<file path="src/rtl/multicycle_ctrl_fsm.sv">
`default_nettype none
// ---------------------------------------------------------------------------
// multicycle_ctrl_fsm - RV32I FETCH/DECODE/EXEC/MEM/WB sequencer with memory
// watchdog and trap; define PERF_CNT_EN for cycle/instret counters. Rev 1.0
// ---------------------------------------------------------------------------
module multicycle_ctrl_fsm #(
  parameter int MEM_TIMEOUT = 255,
  parameter int TO_W        = 8
) (
  input  logic       clk,
  input  logic       rst_n,
  input  logic       run_en,
  input  logic [6:0] opcode,
  input  logic       branch_taken,
  input  logic       imem_ready,
  input  logic       dmem_ready,
  output logic       imem_req,
  output logic       dmem_req,
  output logic       dmem_we,
  output logic       ir_we,
  output logic       pc_we,
  output logic       branch,
  output logic       mux_inp,
  output logic       alusrc,
  output logic [1:0] memtoreg,
  output logic [2:0] aluop,
  output logic       reg_write,
  output logic       halted,
  output logic [1:0] err_code
`ifdef PERF_CNT_EN
  ,
  output logic [31:0] cycle_cnt,
  output logic [31:0] instret
`endif
);

  localparam logic [2:0] S_IDLE   = 3'd0;
  localparam logic [2:0] S_FETCH  = 3'd1;
  localparam logic [2:0] S_DECODE = 3'd2;
  localparam logic [2:0] S_EXEC   = 3'd3;
  localparam logic [2:0] S_MEM    = 3'd4;
  localparam logic [2:0] S_WB     = 3'd5;
  localparam logic [2:0] S_TRAP   = 3'd6;

  localparam logic [1:0] K_ALU = 2'd0;
  localparam logic [1:0] K_LD  = 2'd1;
  localparam logic [1:0] K_ST  = 2'd2;
  localparam logic [1:0] K_BR  = 2'd3;

  localparam logic [1:0] E_NONE  = 2'b00;
  localparam logic [1:0] E_ILL   = 2'b01;
  localparam logic [1:0] E_IMEM  = 2'b10;
  localparam logic [1:0] E_DMEM  = 2'b11;

  localparam logic [TO_W-1:0] WD_LAST = TO_W'(MEM_TIMEOUT - 1);

  logic [2:0]      state;
  logic [2:0]      state_nxt;
  logic [2:0]      boundary;
  logic [1:0]      kind;
  logic [1:0]      err_nxt;
  logic [TO_W-1:0] wd;
  logic            req_wait;

  logic            dec_legal;
  logic [1:0]      dec_kind;
  logic            dec_alusrc;
  logic [2:0]      dec_aluop;
  logic [1:0]      dec_mtr;
  logic            dec_branch;
  logic            dec_jalr;

  // Taken/not-taken is resolved by the next-PC mux; the FSM pulses pc_we either way.
  logic unused_branch_taken;
  assign unused_branch_taken = branch_taken;

  assign boundary = run_en ? S_FETCH : S_IDLE;
  assign halted   = (state == S_TRAP);
  assign req_wait = ((state == S_FETCH) && !imem_ready) ||
                    ((state == S_MEM)   && !dmem_ready);

  always_comb begin
    dec_legal  = 1'b1;
    dec_kind   = K_ALU;
    dec_alusrc = 1'b1;
    dec_aluop  = 3'b000;
    dec_mtr    = 2'b00;
    dec_branch = 1'b0;
    dec_jalr   = 1'b0;
    case (opcode)
      7'b0110011: dec_alusrc = 1'b0;
      7'b0010011: dec_aluop  = 3'b001;
      7'b0000011: begin
        dec_kind  = K_LD;
        dec_aluop = 3'b010;
        dec_mtr   = 2'b01;
      end
      7'b0100011: begin
        dec_kind  = K_ST;
        dec_aluop = 3'b011;
        dec_mtr   = 2'b11;
      end
      7'b1100011: begin
        dec_kind   = K_BR;
        dec_alusrc = 1'b0;
        dec_aluop  = 3'b100;
        dec_branch = 1'b1;
      end
      7'b1101111: begin
        dec_aluop = 3'b101;
        dec_mtr   = 2'b10;
      end
      7'b1100111: begin
        dec_aluop = 3'b001;
        dec_mtr   = 2'b10;
        dec_jalr  = 1'b1;
      end
      7'b0110111: begin
        dec_aluop = 3'b110;
        dec_mtr   = 2'b10;
      end
      7'b0010111: dec_mtr = 2'b10;
      default:    dec_legal = 1'b0;
    endcase
  end

  always_comb begin
    state_nxt = state;
    err_nxt   = err_code;
    imem_req  = 1'b0;
    dmem_req  = 1'b0;
    dmem_we   = 1'b0;
    ir_we     = 1'b0;
    pc_we     = 1'b0;
    reg_write = 1'b0;
    case (state)
      S_IDLE: begin
        if (run_en) state_nxt = S_FETCH;
      end
      S_FETCH: begin
        imem_req = 1'b1;
        if (imem_ready) begin
          ir_we     = 1'b1;
          state_nxt = S_DECODE;
        end else if (wd == WD_LAST) begin
          state_nxt = S_TRAP;
          err_nxt   = E_IMEM;
        end
      end
      S_DECODE: begin
        if (dec_legal) begin
          state_nxt = S_EXEC;
        end else begin
          state_nxt = S_TRAP;
          err_nxt   = E_ILL;
        end
      end
      S_EXEC: begin
        case (kind)
          K_LD, K_ST: state_nxt = S_MEM;
          K_BR: begin
            pc_we     = 1'b1;
            state_nxt = boundary;
          end
          default: state_nxt = S_WB;
        endcase
      end
      S_MEM: begin
        dmem_req = 1'b1;
        dmem_we  = (kind == K_ST);
        if (dmem_ready) begin
          if (kind == K_ST) begin
            pc_we     = 1'b1;
            state_nxt = boundary;
          end else begin
            state_nxt = S_WB;
          end
        end else if (wd == WD_LAST) begin
          state_nxt = S_TRAP;
          err_nxt   = E_DMEM;
        end
      end
      S_WB: begin
        reg_write = 1'b1;
        pc_we     = 1'b1;
        state_nxt = boundary;
      end
      S_TRAP:  state_nxt = S_TRAP;
      default: state_nxt = S_IDLE;
    endcase
  end

  // Watchdog only advances while the FSM sits in a waiting state; any move clears it.
  always_ff @(posedge clk) begin
    if (!rst_n) begin
      state    <= S_IDLE;
      err_code <= E_NONE;
      wd       <= '0;
    end else begin
      state    <= state_nxt;
      err_code <= err_nxt;
      wd       <= (req_wait && (state_nxt == state)) ? wd + TO_W'(1) : '0;
    end
  end

  always_ff @(posedge clk) begin
    if (!rst_n) begin
      kind     <= K_ALU;
      alusrc   <= 1'b0;
      aluop    <= 3'b000;
      memtoreg <= 2'b11;
      branch   <= 1'b0;
      mux_inp  <= 1'b0;
    end else if ((state == S_DECODE) && dec_legal) begin
      kind     <= dec_kind;
      alusrc   <= dec_alusrc;
      aluop    <= dec_aluop;
      memtoreg <= dec_mtr;
      branch   <= dec_branch;
      mux_inp  <= dec_jalr;
    end
  end

`ifdef PERF_CNT_EN
  always_ff @(posedge clk) begin
    if (!rst_n) begin
      cycle_cnt <= 32'd0;
      instret   <= 32'd0;
    end else begin
      if ((state != S_IDLE) && (state != S_TRAP)) cycle_cnt <= cycle_cnt + 32'd1;
      if (pc_we) instret <= instret + 32'd1;
    end
  end
`endif

  a_trap_quiet: assert property (@(posedge clk) disable iff (!rst_n)
    halted |-> !(imem_req || dmem_req || ir_we || pc_we || reg_write));
  a_we_qual: assert property (@(posedge clk) disable iff (!rst_n)
    dmem_we |-> dmem_req);
  a_wb_pc: assert property (@(posedge clk) disable iff (!rst_n)
    reg_write |-> pc_we);

endmodule
`default_nettype wire

</file>
<file path="config.mk">
export PLATFORM = sky130hd
export DESIGN_NAME = multicycle_ctrl_fsm
export DESIGN_NICKNAME = d
export VERILOG_FILES = /design/src/rtl/multicycle_ctrl_fsm.sv
export SDC_FILE = /design/constraint.sdc
export NUM_CORES = 1
export LEC_CHECK = 0
export BUFFER_PORTS_ARGS = -buffer_cell sky130_fd_sc_hd__clkbuf_2
export CORE_MARGIN = 2
export CORE_UTILIZATION = 40
export DETAILED_ROUTE_END_ITERATION = 6
export SLEW_MARGIN = 20
export SYNTH_ARGS = -nofsm -noshare
export SYNTH_HDL_FRONTEND = slang
export SYNTH_SLANG_ARGS = --single-unit
</file>
<file path="constraint.sdc">
create_clock -name clk -period 1.5 [get_ports clk]
set_input_delay 0.3 -clock clk [delete_from_list [all_inputs] [get_ports clk]]
set_output_delay 0.3 -clock clk [all_outputs]
set_load 0.01 [all_outputs]
</file>
==> summary.txt <==
Global route overflow: 0
Syn nets: 177
Crit path launch type: register
Initial antenna violation count: 0
Gpl congestion: 0.861
CTS tree: done
CTS Buffer Depth: 2
YS warnings: 0
Final period utilization: 122%
Most frequent cells in the layout: 38 x buf_4, 23 x clkbuf_2, 18 x dfxtp_1, 15 x nor2_1, 13 x buf_6
Crit-path max FO: 4
Drt drc: 0
Final Max Slew Viols: 0
Req. time, crit path: 1.20 ns
Final setup violation count: 24
P&R area growth vs syn: 61.1%
Synth Instances: 160
Largest net degree at the start of global routing: 14
Crit Path Category: register to output port
Crit. End Element: output port
Number of synthesized register bits: 23
Iter 0 DRT Violations: 78
Starting Density: 42.6%
Largest family of logic cells by synthesized area: simple AND/OR/NAND/NOR gates
Final nets: 251
Main flop type after synthesis: dfxtp_1
Routed Antenna Nets: 0
Hold Vio Cnt, Final: 0
Lkg Pwr: 0.918 nW
HP Class: primary input to register
Core box area: 0.00310 sq mm
Violated checks: negative setup slack
Total power: 0.00115 W
Netlist Area Pre-Place: 0.00132 sq mm
Ports: 30
Vias in the first global route: 1300
Num rows: 20
Complex-gate fraction of the synthesized area: 13.1%
Sequential fraction of the synthesis area: 34.8%
First-pass iteration count of the detailed router: 4
Post-DR vias/cell: 5.16
Port-buffer cells: 28
Share of cells above drive strength 1: 57.5%
Root buffer cell: clkbuf_4
Horiz. Die Dim: 61.5 microns
Via count: 1429
Number of clock sinks: 23
Clock Skews: 0.00636 ns
Detailed Place HPWL: 2.39 mm
Die Area: 0.00378 sq mm
RSZ-0062 raised after global routing: yes
CP arrival: 1.53 ns
Largest cells by area after synthesis: dfxtp_1 35%, nor2_1 5.4%, nand2_1 4.5%
Skew-Pair Late Insertion Delay: 0.31 ns
Status: finished, violations left
Post-Syn Area per Cell: 8.27 sq um
Distinct cells, synth: 45
Power per cell area: 538 mW/mm^2
Post-synthesis mux area share: 0%
Synth Area in Simple Gates: 36.6%
Relative slew margins: 65.4%
Synth top area share: 34.8%
Post-Synth Adder-Cell Area: 3.78%
Achievable Freq: 548 MHz
Min Tclk post-route: 1.83 ns
XOR/XNOR Fraction of Synth Area: 5.96%
Leading cell type in the layout, fill and taps excluded: buf_4
Worst setup margin: -0.326 ns
Number of H-tree levels: 1
MaxCap Viol Count: 0
DR WL/cell: 13.5 microns
Number of flops mapped to enable cells by yosys: 0
Util after Layout: 68.7%
Ant diodes: 0
Async set or reset register ratio after synthesis: 0%
Worst vdd ir: 0.403 mV
Total GRT Usage: 19.6%
Worst-path clk slew: 0.12 ns
CTS Buf Count: 3
DRT Wirelength: 3.73 mm
Die H: 61.5 microns
First-pass GRT wire length: 5.61 mm
Slew @ Worst Pin: 0.518 ns
Dominant cell type by area after synthesis: dfxtp_1
## critical path: stages, from the launching register on
cell and delay, ns:
dfxtp_2 0.36, buf_6 0.12, and3b_1 0.19, a31oi_1 0.17
a21bo_2 0.25, buf_6 0.12
## final timing paths
kind / startpoint / endpoint / slack (ns) / cells past startpoint
worst min-delay path: rst_n / memtoreg[0]$_SDFFE_PN1P_ / 0.26 / 2
worst max register to register: state[0]$_SDFF_PN0_ / memtoreg[0]$_SDFFE_PN1P_ / -0.26 / 7
worst min register to register: err_code[1]$_SDFFE_PN0P_ / err_code[1]$_SDFFE_PN0P_ / 0.47 / 2
worst max-delay path: state[2]$_SDFF_PN0_ / pc_we / -0.33 / 5
## per-stage QoR
step	worst slack, ns	instances	setup TNS [ns]	hold slack [ns]	instance area (sq um)
after floorplan	-0.0911	160	-0.694	0.378	1320
after global placement	-0.108	257	-0.801	0.440	1710
after detailed placement	-0.116	257	-1.26	0.444	1710
after CTS	-0.316	273	-2.99	0.238	1950
after global routing	-0.370	277	-5.68	0.267	2130
final	-0.326	277	-3.90	0.262	2130
## final cells by class
type / count / area, sq um
Clock buffer: 3 / 22.5
Clock inverter: 1 / 5.00
Fill cell: 271 / 972
Inverter: 6 / 25.0
Multi-Input combinational cell: 123 / 982
Sequential cell: 23 / 469
Tap cell: 44 / 55.1
Timing Repair Buffer: 77 / 572
## per-layer routing
layer / vias up / share of wire, % / GRT usage [%]
met5: - / 0 / 0
met4: 0 / 1.5 / 6.69
met3: 7 / 3.7 / 2.73
met2: 34 / 52 / 34.9
met1: 681 / 43 / 24.1
li1: 707 / - / -
## cell usage after synthesis, types with 2 or more instances
cell and count:
nand2b_1 4, buf_6 3, dfxtp_1 23, ha_1 4, o31ai_1 3, o21ai_0 3, nand2_1 16, nor3b_1 2
a21oi_1 11, a31oi_1 2, xor2_1 6, and2_1 3, nand3_1 9, nor2b_1 5, inv_1 6, xnor2_1 3
nor2_1 19, nand4_1 5, clkbuf_1 4, nor3_1 4
## report_power, final
part	switching, W	internal, W
Sequential	0.00000496	0.000616
Combinational	0.000121	0.000120
Clock	0.000183	0.0000998
Total	0.000309	0.000836
## kinds of logic after synthesis
kind of cell | count (synthesis)
fa+ha+maj | 4
buf+inv | 14
flops | 23
xor+xnor | 9
simple gates | 83
compound gates | 27
## sequential cells by signal, summed over array words and instances (netlist names)
signal / cells
wd: 8
aluop: 3
state: 3
err_code: 2
kind: 2
memtoreg: 2
alusrc: 1
branch: 1
mux_inp: 1
## timing repair
action                     in CTS  in global routing
pin swaps                      13                 13
cloned                          1                  0
setup endpoints to repair      20                 29
buffers inserted               12                  4
hold buffers                    0                  0
resized for setup              36                 38
(Power assumes the default switching activity.)
